## config.mk

```make
export PLATFORM = sky130hd
export DESIGN_NAME = spi_master_fifo
export DESIGN_NICKNAME = d
export VERILOG_FILES = /design/src/rtl/spi_pkg.sv /design/src/rtl/spi_sync_fifo.sv /design/src/rtl/spi_master_fifo.sv
export SDC_FILE = /design/constraint.sdc
export NUM_CORES = 1
export LEC_CHECK = 0
export ABC_AREA = 1
export CAP_MARGIN = 20
export CORE_UTILIZATION = 53
export DETAILED_ROUTE_END_ITERATION = 7
export GPL_ROUTABILITY_DRIVEN = 0
export PLACE_DENSITY = 0.76
export SLEW_MARGIN = 20
export SYNTH_ARGS = -nofsm -noshare
export SYNTH_HDL_FRONTEND = slang
export SYNTH_SLANG_ARGS = --single-unit
```

## constraint.sdc

```tcl
create_clock -name PCLK -period 2.6 [get_ports PCLK]
set_input_delay 0.52 -clock PCLK [delete_from_list [all_inputs] [get_ports PCLK]]
set_output_delay 0.52 -clock PCLK [all_outputs]
set_load 0.01 [all_outputs]
```

## src/rtl/spi_pkg.sv

```systemverilog
// Shared definitions for the APB SPI master: register offsets, CTRL bit fields, FSM states.
package spi_pkg;

  localparam logic [7:0] ADDR_CTRL   = 8'h00;
  localparam logic [7:0] ADDR_CLKDIV = 8'h04;
  localparam logic [7:0] ADDR_STATUS = 8'h08;
  localparam logic [7:0] ADDR_TXDATA = 8'h0C;
  localparam logic [7:0] ADDR_RXDATA = 8'h10;
  localparam logic [7:0] ADDR_IRQEN  = 8'h14;

  localparam int CTRL_EN    = 0;
  localparam int CTRL_CPOL  = 1;
  localparam int CTRL_CPHA  = 2;
  localparam int CTRL_LSBFE = 3;
  localparam int CTRL_SS_LO = 4;
  localparam int CTRL_W     = 7;

  localparam int ST_RXOVF   = 5;

  typedef enum logic [1:0] {IDLE, LEAD, SHIFT, TRAIL} state_e;

endpackage

```

## src/rtl/spi_sync_fifo.sv

```systemverilog
// Single-clock FIFO with power-of-two depth; push on full is dropped unless a pop
// happens in the same cycle, pop on empty is ignored.
module spi_sync_fifo #(
  parameter int W     = 8,
  parameter int DEPTH = 8
) (
  input  logic         clk_i,
  input  logic         rst_i,
  input  logic         push_i,
  input  logic [W-1:0] wdata_i,
  input  logic         pop_i,
  output logic [W-1:0] rdata_o,
  output logic         full_o,
  output logic         empty_o
);

  localparam int AW = (DEPTH > 1) ? $clog2(DEPTH) : 1;
  localparam logic [AW:0] FULL_CNT = (AW+1)'(DEPTH);

  logic [W-1:0]  mem_q [DEPTH];
  logic [AW-1:0] wr_q, rd_q;
  logic [AW:0]   cnt_q;
  logic          do_push, do_pop;

  assign empty_o = (cnt_q == '0);
  assign full_o  = (cnt_q == FULL_CNT);
  assign do_pop  = pop_i & ~empty_o;
  assign do_push = push_i & (~full_o | pop_i);
  assign rdata_o = mem_q[rd_q];

  always_ff @(posedge clk_i) begin
    if (rst_i) begin
      wr_q  <= '0;
      rd_q  <= '0;
      cnt_q <= '0;
    end else begin
      if (do_push) wr_q <= wr_q + 1'b1;
      if (do_pop)  rd_q <= rd_q + 1'b1;
      case ({do_push, do_pop})
        2'b10:   cnt_q <= cnt_q + 1'b1;
        2'b01:   cnt_q <= cnt_q - 1'b1;
        default: ;
      endcase
    end
  end

  always_ff @(posedge clk_i) begin
    if (do_push) mem_q[wr_q] <= wdata_i;
  end

endmodule

```

## src/rtl/spi_master_fifo.sv

```systemverilog
// APB SPI master with TX/RX FIFOs and back-to-back frames on a single clock.
// Optional irq output and IRQEN register when SPI_MASTER_FIFO_IRQ_EN is defined.
module spi_master_fifo
  import spi_pkg::*;
#(
  parameter int DATA_W     = 8,
  parameter int NUM_SS     = 4,
  parameter int FIFO_DEPTH = 8
) (
  input  logic              PCLK,
  input  logic              PRESET,
  input  logic              PSEL,
  input  logic              PENABLE,
  input  logic              PWRITE,
  input  logic [7:0]        PADDR,
  input  logic [31:0]       PWDATA,
  output logic [31:0]       PRDATA,
  output logic              PREADY,
  output logic              PSLVERR,
  output logic              sclk,
  output logic              mosi,
  input  logic              miso,
  output logic [NUM_SS-1:0] ss_n
`ifdef SPI_MASTER_FIFO_IRQ_EN
  ,
  output logic              irq
`endif
);

  localparam int EW = $clog2(2*DATA_W + 1);

  state_e              state_q;
  logic [CTRL_W-1:0]   ctrl_q;
  logic [15:0]         div_q, act_div_q, cnt_q;
  logic [EW-1:0]       edge_q;
  logic [DATA_W-1:0]   tx_q, rx_q;
  logic                rxovf_q, sclk_q, mosi_q, act_cpha_q, act_lsb_q;
  logic [NUM_SS-1:0]   ss_q;
  logic [31:0]         prdata_q, rd_data_d, rx_ext;
  logic                pslverr_q, rd_err_d, rd_pop_q;
  logic                setup, acc_wr, acc_rd, busy;
  logic                tx_push, tx_pop, tx_full, tx_empty;
  logic                rx_push, rx_pop, rx_full, rx_empty;
  logic [DATA_W-1:0]   tx_rdata, rx_rdata;
  logic                half_done, trail_done, go_lead, drive_edge, last_edge, rx_ovf_set;
  logic                unused_pwdata;

  function automatic logic out_bit(input logic [DATA_W-1:0] v, input logic lsb);
    return lsb ? v[0] : v[DATA_W-1];
  endfunction

  function automatic logic [DATA_W-1:0] shift_out(input logic [DATA_W-1:0] v, input logic lsb);
    return lsb ? (v >> 1) : (v << 1);
  endfunction

  function automatic logic [DATA_W-1:0] shift_in(input logic [DATA_W-1:0] v, input logic b,
                                                 input logic lsb);
    return lsb ? {b, v[DATA_W-1:1]} : {v[DATA_W-2:0], b};
  endfunction

  // An out-of-range select leaves every slave deselected.
  function automatic logic [NUM_SS-1:0] ss_decode(input logic [2:0] sel);
    logic [NUM_SS-1:0] r;
    r = '1;
    for (int i = 0; i < NUM_SS; i++) begin
      if (sel == 3'(i)) r[i] = 1'b0;
    end
    return r;
  endfunction

  assign setup  = PSEL & ~PENABLE;
  assign acc_wr = PSEL & PENABLE & PWRITE;
  assign acc_rd = PSEL & PENABLE & ~PWRITE;
  assign busy   = (state_q != IDLE);

  assign tx_push = acc_wr & (PADDR == ADDR_TXDATA);
  assign rx_pop  = acc_rd & (PADDR == ADDR_RXDATA) & rd_pop_q;

  assign half_done  = (cnt_q == act_div_q);
  assign trail_done = (state_q == TRAIL) & half_done;
  assign go_lead    = ctrl_q[CTRL_EN] & ~tx_empty & ((state_q == IDLE) | trail_done);
  assign tx_pop     = go_lead;
  assign rx_push    = trail_done;
  assign rx_ovf_set = trail_done & rx_full & ~rx_pop;
  assign drive_edge = act_cpha_q ? ~edge_q[0] : edge_q[0];
  assign last_edge  = (edge_q == EW'(2*DATA_W - 1));
  assign unused_pwdata = ^PWDATA;

  spi_sync_fifo #(.W(DATA_W), .DEPTH(FIFO_DEPTH)) u_tx_fifo (
    .clk_i(PCLK), .rst_i(PRESET), .push_i(tx_push), .wdata_i(PWDATA[DATA_W-1:0]),
    .pop_i(tx_pop), .rdata_o(tx_rdata), .full_o(tx_full), .empty_o(tx_empty)
  );

  spi_sync_fifo #(.W(DATA_W), .DEPTH(FIFO_DEPTH)) u_rx_fifo (
    .clk_i(PCLK), .rst_i(PRESET), .push_i(rx_push), .wdata_i(rx_q),
    .pop_i(rx_pop), .rdata_o(rx_rdata), .full_o(rx_full), .empty_o(rx_empty)
  );

`ifdef SPI_MASTER_FIFO_IRQ_EN
  logic [2:0] irqen_q;
  logic       irq_q;
  assign irq = irq_q;
`endif

  always_comb begin
    rd_data_d = '0;
    rd_err_d  = 1'b0;
    rx_ext    = '0;
    rx_ext[DATA_W-1:0] = rx_rdata;
    case (PADDR)
      ADDR_CTRL:   rd_data_d[CTRL_W-1:0] = ctrl_q;
      ADDR_CLKDIV: rd_data_d[15:0] = div_q;
      ADDR_STATUS: rd_data_d[5:0] = {rxovf_q, busy, rx_full, rx_empty, tx_full, tx_empty};
      ADDR_TXDATA: ;
      ADDR_RXDATA: if (!rx_empty) rd_data_d = rx_ext;
`ifdef SPI_MASTER_FIFO_IRQ_EN
      ADDR_IRQEN:  rd_data_d[2:0] = irqen_q;
`endif
      default:     rd_err_d = 1'b1;
    endcase
  end

  // APB register file: read data and error are captured in the setup phase.
  always_ff @(posedge PCLK) begin
    if (PRESET) begin
      prdata_q  <= '0;
      pslverr_q <= 1'b0;
      rd_pop_q  <= 1'b0;
      ctrl_q    <= '0;
      div_q     <= '0;
      rxovf_q   <= 1'b0;
`ifdef SPI_MASTER_FIFO_IRQ_EN
      irqen_q   <= '0;
      irq_q     <= 1'b0;
`endif
    end else begin
      prdata_q  <= (setup & ~PWRITE) ? rd_data_d : '0;
      pslverr_q <= setup ? rd_err_d : 1'b0;
      rd_pop_q  <= setup & ~PWRITE & (PADDR == ADDR_RXDATA) & ~rx_empty;
      if (acc_wr && PADDR == ADDR_CTRL)   ctrl_q <= PWDATA[CTRL_W-1:0];
      if (acc_wr && PADDR == ADDR_CLKDIV) div_q  <= PWDATA[15:0];
      if (rx_ovf_set) rxovf_q <= 1'b1;
      else if (acc_wr && PADDR == ADDR_STATUS && PWDATA[ST_RXOVF]) rxovf_q <= 1'b0;
`ifdef SPI_MASTER_FIFO_IRQ_EN
      if (acc_wr && PADDR == ADDR_IRQEN) irqen_q <= PWDATA[2:0];
      irq_q <= |(irqen_q & {rxovf_q, ~rx_empty, tx_empty});
`endif
    end
  end

  // Frame engine; CTRL/CLKDIV settings are latched when a frame enters LEAD.
  always_ff @(posedge PCLK) begin
    if (PRESET) begin
      state_q    <= IDLE;
      cnt_q      <= '0;
      edge_q     <= '0;
      tx_q       <= '0;
      rx_q       <= '0;
      sclk_q     <= 1'b0;
      mosi_q     <= 1'b0;
      ss_q       <= '1;
      act_cpha_q <= 1'b0;
      act_lsb_q  <= 1'b0;
      act_div_q  <= '0;
    end else begin
      cnt_q <= cnt_q + 16'd1;
      if (go_lead) begin
        state_q    <= LEAD;
        cnt_q      <= '0;
        edge_q     <= '0;
        act_cpha_q <= ctrl_q[CTRL_CPHA];
        act_lsb_q  <= ctrl_q[CTRL_LSBFE];
        act_div_q  <= div_q;
        sclk_q     <= ctrl_q[CTRL_CPOL];
        ss_q       <= ss_decode(ctrl_q[CTRL_SS_LO +: 3]);
        if (ctrl_q[CTRL_CPHA]) begin
          tx_q <= tx_rdata;
        end else begin
          mosi_q <= out_bit(tx_rdata, ctrl_q[CTRL_LSBFE]);
          tx_q   <= shift_out(tx_rdata, ctrl_q[CTRL_LSBFE]);
        end
      end else begin
        case (state_q)
          IDLE: begin
            cnt_q  <= '0;
            sclk_q <= ctrl_q[CTRL_CPOL];
            ss_q   <= '1;
          end
          LEAD: if (half_done) begin
            state_q <= SHIFT;
            cnt_q   <= '0;
          end
          SHIFT: if (half_done) begin
            cnt_q  <= '0;
            edge_q <= edge_q + 1'b1;
            sclk_q <= ~sclk_q;
            if (drive_edge) begin
              mosi_q <= out_bit(tx_q, act_lsb_q);
              tx_q   <= shift_out(tx_q, act_lsb_q);
            end else begin
              rx_q <= shift_in(rx_q, miso, act_lsb_q);
            end
            if (last_edge) state_q <= TRAIL;
          end
          TRAIL: if (half_done) begin
            state_q <= IDLE;
            cnt_q   <= '0;
            ss_q    <= '1;
          end
          default: state_q <= IDLE;
        endcase
      end
    end
  end

  assign PRDATA  = prdata_q;
  assign PSLVERR = pslverr_q;
  assign PREADY  = 1'b1;
  assign sclk    = sclk_q;
  assign mosi    = mosi_q;
  assign ss_n    = ss_q;

endmodule

```

==> flow_summary.yaml <==
floorplanning:
  dieArea_mm2: 0.0220
  core_area_mm2: 0.0210
  rows: 53
  start_util_pct: 54.1
  die_width_um: 148
  pin_count: 86
  die_h_um: 148
cells_and_area:
  layout_common_cells: "nor2_1 (186), nand2_1 (150), edfxtp_1 (128)"
  drive_gt1_share_pct: 15.6
  antennaDiodeCount: 0
  fin_nets: 1438
  final_cells: 1669
  final_common_cell: "nor2_1"
  final_util_pct: 65.9
  syn_to_final_growth_pct: 22.0
logic_synthesis:
  ys_warn_count: 0
  avgSynthCellArea_um2: 9.11
  ys_top_cells_by_area: "edfxtp_1 (34%), dfxtp_1 (23%), nor2_1 (6.3%), o21ai_0 (5.3%), nand2_1 (5.1%)"
  ys_types: 47
  yosysTopAreaCell: "edfxtp_1"
  syn_inst: 1247
  ys_ff_latch: 259
  syn_area_mm2: 0.0114
  yosysTopAreaCellShare_pct: 33.8
  seq_area_frac_synth_pct: 56.9
placed_design:
  post-dp-hpwl_mm: 18.0
  dp.cells: 1603
  place_worst_setup_slack_ns: -0.611
  io_buffers: 52
grt:
  grt_pass1_vias: 8619
  antenna_found_initial: 0
  overflow: 0
  grt_max_degree: 43
  grt_pass1_wl_mm: 42.6
  grt_use_total_pct: 24.4
route:
  via_per_inst: 5.52
  drt_iter0_markers: 901
  route.detailed.drc: 0
  postRouteAntennaNets: 0
  routedWlPerCell_um: 16.4
  first_pass_iters: 6
  vias: 9212
  drt_wl_total_mm: 27.3
sta:
  maxSlewViolCount: 0
  rsz0062_at_grt: "true"
  period_minus_slack_ns: 2.61
  layout_setup_ws_ns: -0.0121
  fin_crit_sh_pct: 100
  setup-violations-final: 1
  relSlewSlack_pct: 55.9
  fin_skew_ns: 0.0214
  fmax_ghz: 0.383
  worst_pin_slew_ns: 0.655
  setup-tns-final_ns: -0.0121
  hold_viol_final: 0
power_and_ir_drop:
  irDropWorstVdd_v: 0.000482
  power_w: 0.00872
  p_leak_nw: 5.27
  powerDensity_mw_per_mm2: 629
outcome:
  violations: "setup timing"
  outcome: "finished with violations"
cts:
  clockBufferDepth: 3
  clkLatencyLatePin_ns: 0.55
  cts_root_buffer: "clkbuf_16"
  numCtsBuffers: 28
  postCtsHoldBufs: 0
  clkSinkCount: 259
  h-tree-depth: 1
  cts.clk_slew.worst_paths_ns: 0.06
  cts_tree: "yes"
setup_path:
  critical_path_class: "reg2reg"
  critPathMaxFanout: 4
  end_kind: "flop"
  start_kind: "flop"
  worstPathArrival_ns: 3.08
  crit_required_ns: 3.07
min_path:
  hold_class: "reg2reg"
flow_run:
  max-cap-violations: 0
-- routing by layer --
metal / share of wire (%) / wire [µm] / track usage, %
met5: 0 / 0 / 0
met1: 42 / 11500 / 32.7
met3: 7.0 / 1920 / 3.50
met4: 2.7 / 748 / 7.94
met2: 48 / 13100 / 40.7
-- cells by family after synthesis --
logic type	count (synthesis)	share of synthesized area, %
adders and majority gates	20	2.27
buffers and inverters	188	7.01
muxes	18	1.61
AOI/OAI and AO/OA	244	11.9
other	2	0.0661
xor gates and xnor gates	14	1.08
and+or+nand+nor	502	19.2
DFF	259	56.9
-- through the flow --
stage | cell area [µm²] | hold slack (ns)
floorplan | 11400 | 0.430
global placement | 12600 | 0.445
detailed placement | 12600 | 0.456
CTS | 13600 | 0.467
global route | 13900 | 0.485
finish | 13900 | 0.462
-- sequential cells by signal (all words and copies together) (netlist names), 5 cells and up, named ones only --
name	cells
rx_q	8
PRDATA	16
u_tx_fifo.mem_q	64
tx_q	8
ctrl_q	7
act_div_q	16
div_q	16
cnt_q	16
edge_q	5
u_rx_fifo.mem_q	64
-- synthesized netlist by cell type (all sizes together) --
cell / n
o21ai: 127
fa: 1
o22ai: 5
clkinv: 1
or2: 5
a221oi: 4
a31oi: 1
a211oi: 2
dfxtp: 131
nand3b: 1
o31ai: 2
and3: 1
mux2: 2
nor3b: 10
inv: 118
clkbuf: 39
and2: 6
nand2: 158
nand4: 19
o21a: 2
nor2: 196
mux2i: 16
nor4: 4
conb: 2
a21oi: 74
o21bai: 1
nand3: 65
o221ai: 17
o211ai: 9
ha: 19
xnor2: 4
nor3: 37
buf: 30
edfxtp: 128
xor2: 10
-- repair_timing --
action,in CTS,in global routing
gates resized for setup,10,63
pin swaps,3,32
buffers inserted,6,8
setup endpoints to repair,4,36
-- worst paths after layout --
| check | from | to | slack [ns] | depth (start not counted) |
|---|---|---|---|---|
| min reg2reg | act_div_q[6] | act_div_q[6] | 0.46 | 2 |
| min | act_div_q[6] | act_div_q[6] | 0.46 | 2 |
| max | act_div_q[11] | u_tx_fifo.cnt_q[3] | -0.01 | 18 |
| max reg2reg | act_div_q[11] | u_tx_fifo.cnt_q[3] | -0.01 | 18 |
-- cell type report --
class / instances / area, µm²
Clock buffer: 41 / 843
Tap cell: 275 / 344
Multi-Input combinational cell: 815 / 4350
Clock inverter: 11 / 101
Timing Repair Buffer: 149 / 1280
Sequential cell: 259 / 6490
Inverter: 119 / 447
Fill cell: 1601 / 7160
-- critical path, cell delays in order (launching register included) --
cell and delay, ns:
dfxtp_2 0.33, xor2_1 0.15, nor2_1 0.11, nand2_1 0.12, nor2_4 0.18, nand3_4 0.11, buf_6 0.14, nand2_4 0.06
nand2_4 0.07, nand2_4 0.09, nand2_4 0.06, ha_4 0.17, buf_6 0.12, xnor2_2 0.12, inv_2 0.07, nand3_2 0.08
o211ai_1 0.25, o21ai_1 0.12, a21oi_1 0.17
-- where the power goes --
group | switching [W] | internal [W] | leakage [nW]
combinational | 0.000204 | 0.000133 | 2.57
sequential | 0.0000806 | 0.00434 | 2.23
clock | 0.00161 | 0.00236 | 0.466
total | 0.00189 | 0.00683 | 5.27
No activity file was read; power rests on OpenSTA's default activity.
